## src/rtl/tulip_dsp_pkg.sv

```systemverilog
// Shared definitions for the tulip DSP chain resamplers (interpolate, decimate, ...).
package tulip_dsp_pkg;

    // Phase counter width for a rate-N resampler; a rate of 1 still needs one bit.
    function automatic int phase_width(input int n);
        return (n > 1) ? $clog2(n) : 1;
    endfunction

endpackage

```

## src/rtl/interpolate_if.sv

```systemverilog
// Streaming ports of the interpolator: sample input side and upsampled output side.
// Handshake: a transfer happens on a rising clk edge where valid and ready are both high;
// a source holds valid (and its data) stable until that transfer, and ready may depend
// combinationally on the sink's own downstream ready.
interface interpolate_if #(
    parameter int DW = 24
) ();
    logic [DW-1:0] din;
    logic          din_valid;
    logic          din_ready;
    logic          hold_mode;
    logic [DW-1:0] dout;
    logic          dout_valid;
    logic          dout_ready;
    logic          dout_first;

    // master: the environment (sample source and output sink)
    modport master (
        output din, din_valid, hold_mode, dout_ready,
        input  din_ready, dout, dout_valid, dout_first
    );

    // slave: the interpolator itself
    modport slave (
        input  din, din_valid, hold_mode, dout_ready,
        output din_ready, dout, dout_valid, dout_first
    );
endinterface

```

## src/rtl/interpolate.sv

```systemverilog
// Integer-rate upsampler: each accepted sample becomes G_UPSAMPLE_RATE outputs,
// zero-stuffed or sample-held, with all data outputs driven from registers.
module interpolate
    import tulip_dsp_pkg::*;
#(
    parameter int G_DWIDTH        = 24,
    parameter int G_UPSAMPLE_RATE = 4
) (
    input  logic         clk,
    input  logic         reset,
    input  logic         enable,
    interpolate_if.slave bus,
    output logic [1:0]   o_dbg_state
);

    localparam int                PW         = phase_width(G_UPSAMPLE_RATE);
    localparam logic [PW-1:0]     LAST_PHASE = PW'(G_UPSAMPLE_RATE - 1);

    generate
        if (G_UPSAMPLE_RATE < 1 || G_UPSAMPLE_RATE > 65536) begin : g_bad_rate
            $error("interpolate: G_UPSAMPLE_RATE must be in 1..65536");
        end
    endgenerate

    typedef enum logic [1:0] {
        SM_INIT = 2'd0,
        SM_IDLE = 2'd1,
        SM_EMIT = 2'd2
    } state_t;

    state_t              r_state;
    logic [G_DWIDTH-1:0] r_hold;
    logic                r_hold_mode;
    logic [PW-1:0]       r_phase;
    logic [G_DWIDTH-1:0] r_dout;
    logic                r_dout_valid;
    logic                r_dout_first;

    logic w_flush;
    logic w_last;

    assign w_flush = reset | ~enable;
    assign w_last  = (r_phase == LAST_PHASE);

    // Ready on the last phase lets the next sample start with no bubble.
    assign bus.din_ready = ~w_flush &
                           ((r_state == SM_IDLE) |
                            ((r_state == SM_EMIT) & bus.dout_ready & w_last));

    assign bus.dout       = r_dout;
    assign bus.dout_valid = r_dout_valid;
    assign bus.dout_first = r_dout_first;
    assign o_dbg_state    = r_state;

    always_ff @(posedge clk) begin
        if (w_flush) begin
            r_state      <= SM_INIT;
            r_hold       <= '0;
            r_hold_mode  <= 1'b0;
            r_phase      <= '0;
            r_dout       <= '0;
            r_dout_valid <= 1'b0;
            r_dout_first <= 1'b0;
        end else begin
            case (r_state)
                SM_INIT: begin
                    r_state <= SM_IDLE;
                end

                SM_IDLE: begin
                    if (bus.din_valid) begin
                        r_hold       <= bus.din;
                        r_hold_mode  <= bus.hold_mode;
                        r_phase      <= '0;
                        r_dout       <= bus.din;
                        r_dout_valid <= 1'b1;
                        r_dout_first <= 1'b1;
                        r_state      <= SM_EMIT;
                    end
                end

                SM_EMIT: begin
                    // Nothing moves while downstream stalls.
                    if (bus.dout_ready) begin
                        if (!w_last) begin
                            r_phase      <= r_phase + PW'(1);
                            r_dout       <= r_hold_mode ? r_hold : '0;
                            r_dout_first <= 1'b0;
                        end else if (bus.din_valid) begin
                            r_hold       <= bus.din;
                            r_hold_mode  <= bus.hold_mode;
                            r_phase      <= '0;
                            r_dout       <= bus.din;
                            r_dout_first <= 1'b1;
                        end else begin
                            r_dout       <= '0;
                            r_dout_valid <= 1'b0;
                            r_dout_first <= 1'b0;
                            r_state      <= SM_IDLE;
                        end
                    end
                end

                default: begin
                    r_state <= SM_INIT;
                end
            endcase
        end
    end

endmodule

```

## src/flat_wrapper.sv

```systemverilog
// flat-port wrapper written by rule: the top's interface ports become plain ports
module interpolate_flat import tulip_dsp_pkg::*;
#(
    parameter int G_DWIDTH        = 24,
    parameter int G_UPSAMPLE_RATE = 4
)
  (clk, reset, enable, o_dbg_state, bus_din, bus_din_valid, bus_hold_mode, bus_dout_ready, bus_din_ready, bus_dout, bus_dout_valid, bus_dout_first);
  interpolate_if #(.DW((24))) bus_i ();
  input  logic clk;
  input  logic reset;
  input  logic enable;
  output logic [1:0] o_dbg_state;
  input wire logic [$bits(bus_i.din)-1:0] bus_din;
  input wire logic [$bits(bus_i.din_valid)-1:0] bus_din_valid;
  input wire logic [$bits(bus_i.hold_mode)-1:0] bus_hold_mode;
  input wire logic [$bits(bus_i.dout_ready)-1:0] bus_dout_ready;
  output wire logic [$bits(bus_i.din_ready)-1:0] bus_din_ready;
  output wire logic [$bits(bus_i.dout)-1:0] bus_dout;
  output wire logic [$bits(bus_i.dout_valid)-1:0] bus_dout_valid;
  output wire logic [$bits(bus_i.dout_first)-1:0] bus_dout_first;
  assign bus_i.din = bus_din;
  assign bus_i.din_valid = bus_din_valid;
  assign bus_i.hold_mode = bus_hold_mode;
  assign bus_i.dout_ready = bus_dout_ready;
  assign bus_din_ready = bus_i.din_ready;
  assign bus_dout = bus_i.dout;
  assign bus_dout_valid = bus_i.dout_valid;
  assign bus_dout_first = bus_i.dout_first;
  interpolate #(.G_DWIDTH(G_DWIDTH), .G_UPSAMPLE_RATE(G_UPSAMPLE_RATE)) u_core (.clk(clk), .reset(reset), .enable(enable), .bus(bus_i), .o_dbg_state(o_dbg_state));
endmodule
```

## config.mk

```make
export PLATFORM = sky130hd
export DESIGN_NAME = interpolate_flat
export DESIGN_NICKNAME = d
export VERILOG_FILES = /design/src/rtl/tulip_dsp_pkg.sv /design/src/rtl/interpolate_if.sv /design/src/rtl/interpolate.sv /design/src/flat_wrapper.sv
export SDC_FILE = /design/constraint.sdc
export NUM_CORES = 1
export LEC_CHECK = 0
export BUFFER_PORTS_ARGS = -buffer_cell sky130_fd_sc_hd__buf_2
export CORE_UTILIZATION = 25
export DETAILED_ROUTE_END_ITERATION = 16
export PLACE_DENSITY = 0.41
export SLEW_MARGIN = 20
export SYNTH_ARGS = -nofsm -noshare
export SYNTH_HDL_FRONTEND = slang
export SYNTH_SLANG_ARGS = --single-unit
```

## constraint.sdc

```tcl
create_clock -name clk -period 1.7 [get_ports clk]
set_input_delay 0 -clock clk [delete_from_list [all_inputs] [get_ports clk]]
set_output_delay 0 -clock clk [all_outputs]
set_load 0.01 [all_outputs]
```

-- Word level (Yosys, flattened, before mapping)
Index checks and enable logic that the tools add are counted.
- register bits: 55
- latch bits: 0
- bits in writable memories: 0
- memory bits (read-only): 0
- input bits: 30
- output and inout bits: 29
- logic and storage cells: 61
- memories kept: 0
- $add $sub $neg: 1
- multipliers: 0
- divide/modulo/power cells: 0
- $lt $le $gt $ge: 0
- eq/ne operators: 7
- shifts and indexed selects: 0
- mux-type cells: 32
- bitwise operators: 7
- reduce and logical (&&, ||, !) cells: 7
- operator list (kind ; count):
    $mux W24 ; 8
    $pmux W24 S2 ; 2
    $mux W2 ; 7
    $mux W1 ; 10
    $ne A2 B2 Y1 const B ; 3
    $pmux W1 S2 ; 3
    $pmux W2 S3 ; 1
    $reduce_and A3 Y1 ; 2
    $reduce_and A5 Y1 ; 1
    $eq A2 B2 Y1 const B ; 2
    $pmux W2 S2 ; 1
    $reduce_and A4 Y1 ; 1
    $and A1 B1 Y1 ; 3
    $add A2 B1 Y2 const B ; 1
    $eq A2 B1 Y1 const B ; 1
    $logic_not A2 Y1 ; 1
    $ne A2 B1 Y1 const B ; 1
    $not A1 Y1 ; 2
    $or A1 B1 Y1 ; 2
    $reduce_and A2 Y1 ; 1
    $reduce_bool A2 Y1 ; 1

-- Depth between registers and ports, before layout
Gate-level depths: netlist of run 1.
- word-level depth: 5
- gate-level depth with buffers: 6
- depth with buffers taken out: 4

-- Least setup slack after synthesis of run 1
No wires, ideal clock.
- path kind: register -> register
- start point: reg u_core.r_phase[0]
- end point: reg u_core.r_hold[0]
- library setup time: 0.120 ns
- data arrival time: 1.306 ns
- data required time: 1.580 ns
- path slack: 0.274 ns
- stages on the path, launching flop included: 7
- buffers on the path: 2
- clock period less this slack: 1.426 ns
- cells stage by stage: dfxtp_1 ha_1 and4b_1 o21a_1 buf_6 buf_6 mux2i_1
- cells in the longest elaborated chain, start to end: 3
- ends and longest elaborated chain (element ; line ; text):
    start: declaration ; interpolate.sv:34 ; logic [PW-1:0] r_phase;
    start signal: assignment ; interpolate.sv:86 ; r_phase <= r_phase + PW'(1);
    $eq A2 B2 Y1 ; interpolate.sv:43 ; assign w_last = (r_phase == LAST_PHASE);
    $ne A2 B1 Y1 (no line) ; - ;
    $reduce_and A3 Y1 (no line) ; - ;
    end signal: assignment ; interpolate.sv:72 ; r_hold <= bus.din;
    end signal: assignment ; interpolate.sv:90 ; r_hold <= bus.din;
    end: declaration ; interpolate.sv:32 ; logic [G_DWIDTH-1:0] r_hold;
Every way passes these cells.
A chain may end at the register's enable or synchronous reset.

-- Worst setup path after layout of run 1
- start point: reg u_core.r_phase[0]
- end point: reg u_core.r_dout[15], in the netlist u_core.bus.dout[15]
- cells in the longest elaborated chain, start to end: 4
- ends and longest elaborated chain (element ; line ; text):
    $eq A2 B2 Y1 ; interpolate.sv:43 ;
    $mux W24 ; interpolate.sv:85 ; if (!w_last) begin
    $mux W24 ; interpolate.sv:84 ; if (bus.dout_ready) begin
    $pmux W24 S2 ; interpolate.sv:65 ; case (r_state)
    end signal: assignment ; interpolate.sv:75 ; r_dout <= bus.din;
    end signal: assignment ; interpolate.sv:87 ; r_dout <= r_hold_mode ? r_hold : '0;
    end signal: assignment ; interpolate.sv:93 ; r_dout <= bus.din;
    end: declaration ; interpolate.sv:35 ; logic [G_DWIDTH-1:0] r_dout;
Every way passes these cells. The select of a mux whose other input is x is not followed.

==> results of run 1 <==
-- critical path, cell delays in order, from the launching register on --
cell and delay [ns]:
sky130_fd_sc_hd__dfxtp_1 0.34, sky130_fd_sc_hd__ha_2 0.24, sky130_fd_sc_hd__nor4bb_4 0.37, sky130_fd_sc_hd__buf_4 0.22
sky130_fd_sc_hd__nand2_1 0.06, sky130_fd_sc_hd__a311oi_1 0.23
-- cell families (layout without fill, tap and decap cells) --
logic type | Yosys count | in the layout | synth area share, %
muxes | 25 | 25 | 10.2
adders and majority gates | 1 | 1 | 0.508
buffers and inverters | 28 | 110 | 6.65
and+or+nand+nor | 105 | 105 | 18.9
AOI/OAI and AO/OA | 74 | 74 | 19.1
DFF | 55 | 55 | 44.7
-- flip-flops by register name, summed over array words and instances (netlist names) --
signal	cells
u_core.o_dbg_state	2
u_core.r_hold	24
u_core.r_hold_mode	1
u_core.bus.dout	24
u_core.r_phase	2
u_core.bus.dout_valid	1
u_core.bus.dout_first	1
-- power by group through the flow --
stage | clock (W) | combinational, W | sequential [W]
finish | 0.000781 | 0.000295 | 0.00133
global route | 0.000864 | 0.000324 | 0.00134
CTS | 0.000819 | 0.000299 | 0.00133
detailed placement | 0 | 0.000254 | 0.00136
global placement | 0 | 0.000254 | 0.00136
floorplan | 0 | 0.000136 | 0.00136
-- layout make-up --
type | count | area [um2] | area share [%]
timing repair buffer | 103 | 748 | 22.5
clock buffer | 6 | 82.6 | 2.48
tap | 129 | 161 | 4.85
sequential | 55 | 1100 | 33.1
clock inverter | 1 | 8.76 | 0.263
multi-input combinational | 205 | 1220 | 36.8
-- synth_stat cells, types with 2 or more instances --
master                     count
sky130_fd_sc_hd__buf_6         4
sky130_fd_sc_hd__o31ai_1      14
sky130_fd_sc_hd__a311oi_1     10
sky130_fd_sc_hd__nor2_1        3
sky130_fd_sc_hd__o21a_1        2
sky130_fd_sc_hd__dfxtp_1      55
sky130_fd_sc_hd__buf_1         3
sky130_fd_sc_hd__o211ai_1      2
sky130_fd_sc_hd__nor3_1       10
sky130_fd_sc_hd__mux2i_1      25
sky130_fd_sc_hd__nand2_1      75
sky130_fd_sc_hd__a31oi_1      14
sky130_fd_sc_hd__and3b_1       2
sky130_fd_sc_hd__clkbuf_1     10
sky130_fd_sc_hd__buf_2         8
sky130_fd_sc_hd__o21ai_0      26
sky130_fd_sc_hd__nand3b_1      4
sky130_fd_sc_hd__buf_4         2
sky130_fd_sc_hd__a21oi_1       6
sky130_fd_sc_hd__nor2b_1       3
sky130_fd_sc_hd__nand2b_1      3
-- routing by layer --
metal  wire, um  vias to the layer above  global-route usage, %
met5          0                        -                      0
met4         29                        0                   3.68
met3        261                        2                   2.55
met2       3300                       48                   24.2
met1       3740                     1096                   20.6
li1           -                     1178                      -
-- how the worst min path moves through the flow --
| stage | slack, ns | endpoint | start |
|---|---|---|---|
| global placement | 0.26 | u_core.r_hold[10]$_SDFFE_PP0P_ | bus_din[10] |
| floorplan | 0.14 | u_core.r_hold_mode$_SDFFE_PP0P_ | bus_hold_mode |
| CTS | 0.02 | u_core.bus.dout_first$_SDFFE_PP0P_ | bus_din_valid |
| finish | 0.05 | u_core.bus.dout_first$_SDFFE_PP0P_ | bus_din_valid |
| detailed placement | 0.27 | u_core.r_hold[7]$_SDFFE_PP0P_ | bus_din[7] |
| global route | 0.05 | u_core.bus.dout_first$_SDFFE_PP0P_ | bus_din_valid |
-- metrics by stage --
stage / utilization, % / instance area (um2) / instances / hold WS (ns) / setup slack (ns)
finish: 35.5 / 3330 / 499 / 0.0487 / 0.151
global route: 35.5 / 3330 / 499 / 0.0507 / 0.0305
detailed placement: 31.6 / 2960 / 465 / 0.268 / 0.0842
global placement: 31.6 / 2960 / 465 / 0.261 / 0.146
CTS: 35.2 / 3300 / 497 / 0.0212 / 0.0785
floorplan: - / 2460 / 288 / 0.142 / 0.274
-- what timing repair did --
| action | 4_1_cts | 5_1_grt |
|---|---|---|
| setup endpoints to repair | 0 | 12 |
| hold endpoints to repair | 49 | 0 |
| buffers inserted | 0 | 2 |
| resized for setup | 0 | 3 |
| hold buffers | 25 | 0 |
==> results, run 1 <==
- The clock tree root buffer cell is sky130_fd_sc_hd__clkbuf_8.
- The number of antenna violations at the first check in global routing is 0.
- The proportion of power drawn by the clock network is 32.4%.
- For this run the aggregate overflow at the end of global routing stands at 0.
- The number of nets still failing antenna checks after routing is 0.
- The power per unit of standard cell area is 724 nW/um2.
- Synthesis produced a netlist with a net count of 319.
- For this run, the top clock speed supported by timing is between 0.6 and 0.7 GHz.
- The register share of total power is 55.3%.
- The count of endpoints failing hold in the final timing report is 0.
- The clock-pin transition on the worst setup and hold timing paths is 0.11 ns.
- The data required time at the worst endpoint is roughly 1.9 ns.
- The critical path starts at u_core.r_phase[0]$_SDFFE_PP0P_.
- Across the VDD grid, the largest voltage drop is 0.288 mV.
- The H-tree depth reported by CTS is 2.
- Clock tree synthesis inserted a total of 5 buffers.
- Using the TritonRoute via totals, the vias-per-cell ratio works out to 4.66.
- The tightest slew margin relative to the limit is 48.3%.
- The largest fanout on the critical path is 7.
- The worst register-to-register path ends at u_core.bus.dout[15]$_SDFFE_PP0P_.
- The setup clock skew after layout is 0.0119 ns.
- TritonCTS built the clock tree.
- The net switching fraction of the power is 25.7%.
- By area the synthesized netlist is led by sky130_fd_sc_hd__dfxtp_1, sky130_fd_sc_hd__nand2_1, sky130_fd_sc_hd__mux2i_1, sky130_fd_sc_hd__o21ai_0, sky130_fd_sc_hd__o31ai_1.
- The cell area that synthesis handed to floorplanning was 2460 um2.
- Leaving out fill and tap cells, the most frequent cell in the layout is sky130_fd_sc_hd__nand2_1.
- The per-cell routed wire length is 14.7 um.
- The count of input and output buffers is 58.
- The share of the Yosys chip area taken by registers is 44.7%.
- The number of warning messages in the yosys log is 0.
- The cell count of the worst reg-to-reg path is 5.
- The analysis attributes to net switching a power of between 0.0006 and 0.0007 W.
- The worst register-to-register path begins at u_core.r_phase[0]$_SDFFE_PP0P_.
- In this run the worst hold path is classified as input port to register.
- Setup repair after global routing left no endpoint under its margin.
- The number of antenna diodes in the final layout is 0.
- Fill cells in the final layout number 1,023.
- The leakage power is 1.33 nW.
- The part of the total power dissipated in combinational logic is 12.2%.
- Across the run, the number of max-cap violations was 0.
- After synthesis, the largest area contributor takes up 44.7% of total cell area.
- The CTS sink count is 55.
- The final sum of negative setup slack is 0 ns.
- The via total after detailed routing is ~2,300.
- Measured along the y axis, the die boundary spans a little over 100 um.
- At the later pin of the worst-skew pair, clock insertion delay measures 0.31 ns.
- The number of enable-type register cells in the synthesized netlist is 0.
- The total die area is 10,300 um2.
- The internal cell power is 0.00179 W.
- The ratio of cells with drive above 1 in the final layout is roughly 24%.
- The number of DRC markers after the initial detailed-route iteration is 71.
- Summed over all instances, the cell type with the most area after synthesis is sky130_fd_sc_hd__dfxtp_1.
- The longest clock path from root to sink contains 2 buffers.
- The core region is around 9400 um2.
- The number of global-route vias before repair is 2,221.
- The clock period minus worst slack is 1.55 ns.
- The count of pins over their slew limit is 0.
- The critical path in this run is classified as register to register.
- The number of nets in the layout is 401.
- The top cell types in the final layout, fill and taps aside, are sky130_fd_sc_hd__nand2_1, sky130_fd_sc_hd__buf_2, sky130_fd_sc_hd__dfxtp_1.
- The critical path data arrival time is 1.77 ns.
- Among all flip-flop cells after synthesis, the most frequent one is sky130_fd_sc_hd__dfxtp_1.
- The all-layer global routing usage is between 10% and 20%.
- Each instance of the synthesized netlist takes up on average 8.55 um2.
- The sort of element at the start of the critical path is a register.
- The transition time at the pin with the least slew margin is 0.776 ns.
- The global-route wire length before repair is roughly 12,000 um.
- The number of placed I/O pins is 59.
- The floorplan has 35 rows.
- The flow ran to the end, and the final reports show no timing, DRC or antenna violations.
- Synthesis produced a netlist whose cell count is 288.
- The period utilization is 91.1%.
- Total power for the finished layout comes to approximately 0.0024 W.
- Setup violations remaining at the end of the flow were counted as 0.
- The die is 101 um wide.
- The final layout contains routed wiring with a total length of 7330 um.
- The number of unique standard cell types used by synthesis is 28.
- The first TritonRoute pass finished after 4 iterations.
- STA classifies the critical path endpoint as a register.
- For this run, design rule violations remaining after detail routing come to 0.
- The synthesis-to-finish area growth is 35.0%.
- The post-detailed-placement half-perimeter wirelength is ~4700 um.
- The worst register-to-register path has a setup slack of 0.15 ns.
- The last element of the critical path is u_core.bus.dout[15]$_SDFFE_PP0P_.
- Synthesis inferred 55 register bits.
- The fraction of registers with async set or reset after synthesis is 0%.
- The worst hold path depth is 3.
- Entering global routing, the biggest net connects 49 pins.
- The final weighted congestion of routability-driven global placement is 0.688.
- Once the floorplan was initialized, standard cells occupied 26.3% of the core.
No activity file was read; power rests on OpenSTA's default activity.
==> run 2: changes to the inputs <==
==> constraint.sdc (replaced) <==
create_clock -name clk -period 2 [get_ports clk]
set_input_delay 0 -clock clk [delete_from_list [all_inputs] [get_ports clk]]
set_output_delay 0 -clock clk [all_outputs]
set_load 0.01 [all_outputs]
==> run 2 against run 1 <==
Against the previous run: register-to-register slack better by 0.20 ns; setup slack better by 0.20 ns; clock skew down 0.0017 ns; combinational power down 17%; critical endpoint is now u_core.bus.dout[21]$_SDFFE_PP0P_; largest cell class unchanged; largest power group unchanged; highest routed layer unchanged.
==> results, run 2 (synthesis results as in run 1) <==
- The remaining global-route overflow is 0 (unchanged).
- The ratio of cells with drive above 1 in the final layout is 22.3% (-1.7 points).
- The worst hold slack across all endpoints came to 0.0496 ns (+0.000950 ns).
- The post-detailed-placement half-perimeter wirelength is 4530 um (-2.8%).
- The proportion of power drawn by the clock network is 31.8% (-0.6 points).
- The peak supply drop came to 0.296 mV (+2.9%).
- The worst setup path is launched from a register.
- The area growth from synthesis to layout is 32.6%.
- The period utilization is 82.6% (-8.5 points).
- The total iterations of the first detailed-routing run is 4 (unchanged).
- The final weighted congestion of routability-driven global placement came to 0.712 (+3.5%).
- In the layout the commonest cells are sky130_fd_sc_hd__nand2_1, sky130_fd_sc_hd__buf_2, sky130_fd_sc_hd__dfxtp_1.
- The leakage power is 1.30 nW (-2.5%).
- The maximum number of pins on one net before global-route repair was 49 (unchanged).
- By startpoint and endpoint, the worst setup path is classified as register to register.
- The final setup slack of the worst path is 0.349 ns (+0.198 ns).
- The total die area is 10,300 um2 (unchanged).
- The number of core rows is 35 (unchanged).
- The number of global-route vias before repair is 2,363 (+6.4%).
- The filler cell count came to 1,031 (+0.78%).
- The max-capacitance violation count is 0 (unchanged).
- Setup repair after global routing left no endpoint under its margin.
- The number of cells upsized or downsized after cts is 0 (unchanged).
- The count of input and output buffers is 58 (unchanged).
- The slowest stage of the critical path belongs to the cell sky130_fd_sc_hd__dfxtp_1.
- The worst hold path begins at bus_din_valid.
- The count of placed standard cells in the final layout, fillers left out was 492 (-1.4%).
- The final sum of negative setup slack is 0 ns (unchanged).
- The clock period minus worst slack is 1.65 ns (+0.102 ns).
- The power per unit of standard cell area was 618 nW/um2 (-15%).
- The maximum clock frequency came to 0.606 GHz (-6.2%).
- The data required time at the worst endpoint is 2.22 ns (+0.30 ns).
- The count of pins over their slew limit came to 0 (unchanged).
- The clock-pin transition on the worst setup and hold timing paths is 0.11 ns (about the same).
- The core box area was 9370 um2 (unchanged).
- The per-cell routed wire length is 14.3 um (-2.4%).
- The setup clock skew after layout is 0.0102 ns (-0.00172 ns).
- The worst register-to-register path begins at u_core.r_phase[0]$_SDFFE_PP0P_.
- The net switching fraction of the power is 26.4% (+0.70 points).
- The CTS sink count came to 55 (unchanged).
- The total detailed-routing wirelength came to 7050 um (-3.8%).
- The path type of the worst min-delay path is input port to register.
- The H-tree depth reported by CTS is 2 (unchanged).
- The transition time at the pin with the least slew margin was 0.770 ns (-0.00609 ns).
- The count of endpoints failing hold in the final timing report is 0 (unchanged).
- The part of the total power dissipated in combinational logic came to 12.1% (about the same).
- The largest stage delay on the critical path is 0.34 ns (-0.03 ns).
- The worst register-to-register path ends at u_core.bus.dout[21]$_SDFFE_PP0P_.
- The number of DRC markers after the initial detailed-route iteration is 85 (+20%).
- The routed via count divided by cell count is 4.70 (+0.81%).
- The worst hold path depth is 3 (unchanged).
- The internal cell power is 0.00148 W (-17%).
- The post-placement cell count is 459 (-1.3%).
- The most common cell after layout, fill and taps aside is sky130_fd_sc_hd__nand2_1.
- The endpoint class of the critical path is a register.
- The largest fanout on the critical path is 18 (+11).
- The register share of total power is 56.1% (+0.8 points).
- The number of antenna violations at the first check in global routing was 0 (unchanged).
- The number of nets still failing antenna checks after routing was 0 (unchanged).
- The cell count of the worst reg-to-reg path is 5 (unchanged).
- The final routed DRC violation total is 0 (unchanged).
- The horizontal die dimension is 101 um (unchanged).
- The flop-to-flop setup slack is 0.35 ns (+0.20 ns).
- The count of hold buffers inserted by post-cts repair is 25 (unchanged).
- The clock latency reported for the late side of the worst-skew pair is 0.32 ns (about the same).
- The via total after detailed routing was 2,310 (-0.60%).
- The post-CTS setup buffer count is 0 (unchanged).
- The number of nets in the layout is 393 (-2.0%).
- The clock tree root buffer cell is sky130_fd_sc_hd__clkbuf_8.
- The critical path data arrival time is 1.88 ns (+0.11 ns).
- The die span in y was 101 um (unchanged).
- The number of placed I/O pins came to 59 (unchanged).
- The deepest clock path buffer count is 2 (unchanged).
- TritonCTS built the clock tree.
- The post-placement setup slack is 0.376 ns (+0.292 ns).
- The all-layer global routing usage is 14.6% (-0.27 points).
- The global-route wire length before repair was 11,600 um (-0.83%).
- The tightest slew margin relative to the limit is 48.7% (+0.41 points).
- The final-report setup violation count came to 0 (unchanged).
- The effective utilization at floorplan is 26.3% (unchanged).
- Walking the worst path, the cells encountered are ha_1 > nor4bb_4 > buf_4 > nand2_1 > a311oi_1.
- The antenna cell count is 0 (unchanged).
- The clock buffer count from CTS came to 5 (unchanged).
- The switching power of the nets is 0.000532 W (-14%).
- The flow ran to the end, and the final reports show no timing, DRC or antenna violations.
- For hold timing, the worst endpoint is u_core.bus.dout_first$_SDFFE_PP0P_.
[run 2: cell count changes in the layout (fill, tap and decap cells not counted), sizes merged]
| cell | before | now |
|---|---|---|
| buf | 78 | 70 |
| clkbuf | 6 | 5 |
| clkinv | 0 | 2 |
[run 2: power groups by stage]
stage	Sequential (W)	Combinational (W)	Clock, W
finish	0.00113	0.000244	0.000642
global route	0.00114	0.000270	0.000719
CTS	0.00113	0.000249	0.000681
detailed placement	0.00116	0.000210	0
global placement	0.00116	0.000210	0
floorplan	0.00116	0.000115	0
[run 2: critical path, delay by kind of cell, from the launching register on]
family	cells	cell delay, ns
AND/OR/NAND/NOR	2	0.39
buffers and inverters	1	0.30
AO/OA/AOI/OAI	1	0.25
flip-flops	1	0.34
adder cells (fa/ha/maj)	1	0.29
[run 2: stage by stage]
| stage | instance area, um2 | total power (W) | utilization (%) |
|---|---|---|---|
| floorplan | 2460 | 0.00127 | - |
| global placement | 2930 | 0.00137 | 31.2 |
| detailed placement | 2930 | 0.00137 | 31.2 |
| CTS | 3270 | 0.00206 | 34.8 |
| global route | 3270 | 0.00212 | 34.8 |
| finish | 3270 | 0.00202 | 34.8 |
[run 2: metal layers]
layer,GRT usage (%),up-vias,wire length (um)
li1,-,1168,-
met1,18.3,1096,3470
met2,25.6,41,3260
met3,2.76,5,266
met4,4.01,0,58
met5,0,-,0
[run 2: area by class of cell]
cell class	count	area, um2	share of cell area, %
clock buffers	5	68.8	2.11
clock inverters	3	18.8	0.575
multi-input cells	205	1220	37.4
well taps	129	161	4.94
repair buffers	95	693	21.2
flip-flops and latches	55	1100	33.7
[run 2: worst max-delay path by stage]
stage                                            end                      startpoint  slack [ns]  cells past startpoint
floorplan              u_core.r_hold[0]$_SDFFE_PP0P_  u_core.r_phase[0]$_SDFFE_PP0P_        0.57                      6
global placement     u_core.bus.dout[6]$_SDFFE_PP0P_  u_core.r_phase[0]$_SDFFE_PP0P_        0.36                      5
detailed placement   u_core.bus.dout[6]$_SDFFE_PP0P_  u_core.r_phase[0]$_SDFFE_PP0P_        0.38                      5
CTS                  u_core.bus.dout[6]$_SDFFE_PP0P_  u_core.r_phase[0]$_SDFFE_PP0P_        0.34                      5
global route        u_core.bus.dout[22]$_SDFFE_PP0P_  u_core.r_phase[0]$_SDFFE_PP0P_        0.23                      5
finish              u_core.bus.dout[21]$_SDFFE_PP0P_  u_core.r_phase[0]$_SDFFE_PP0P_        0.35                      5
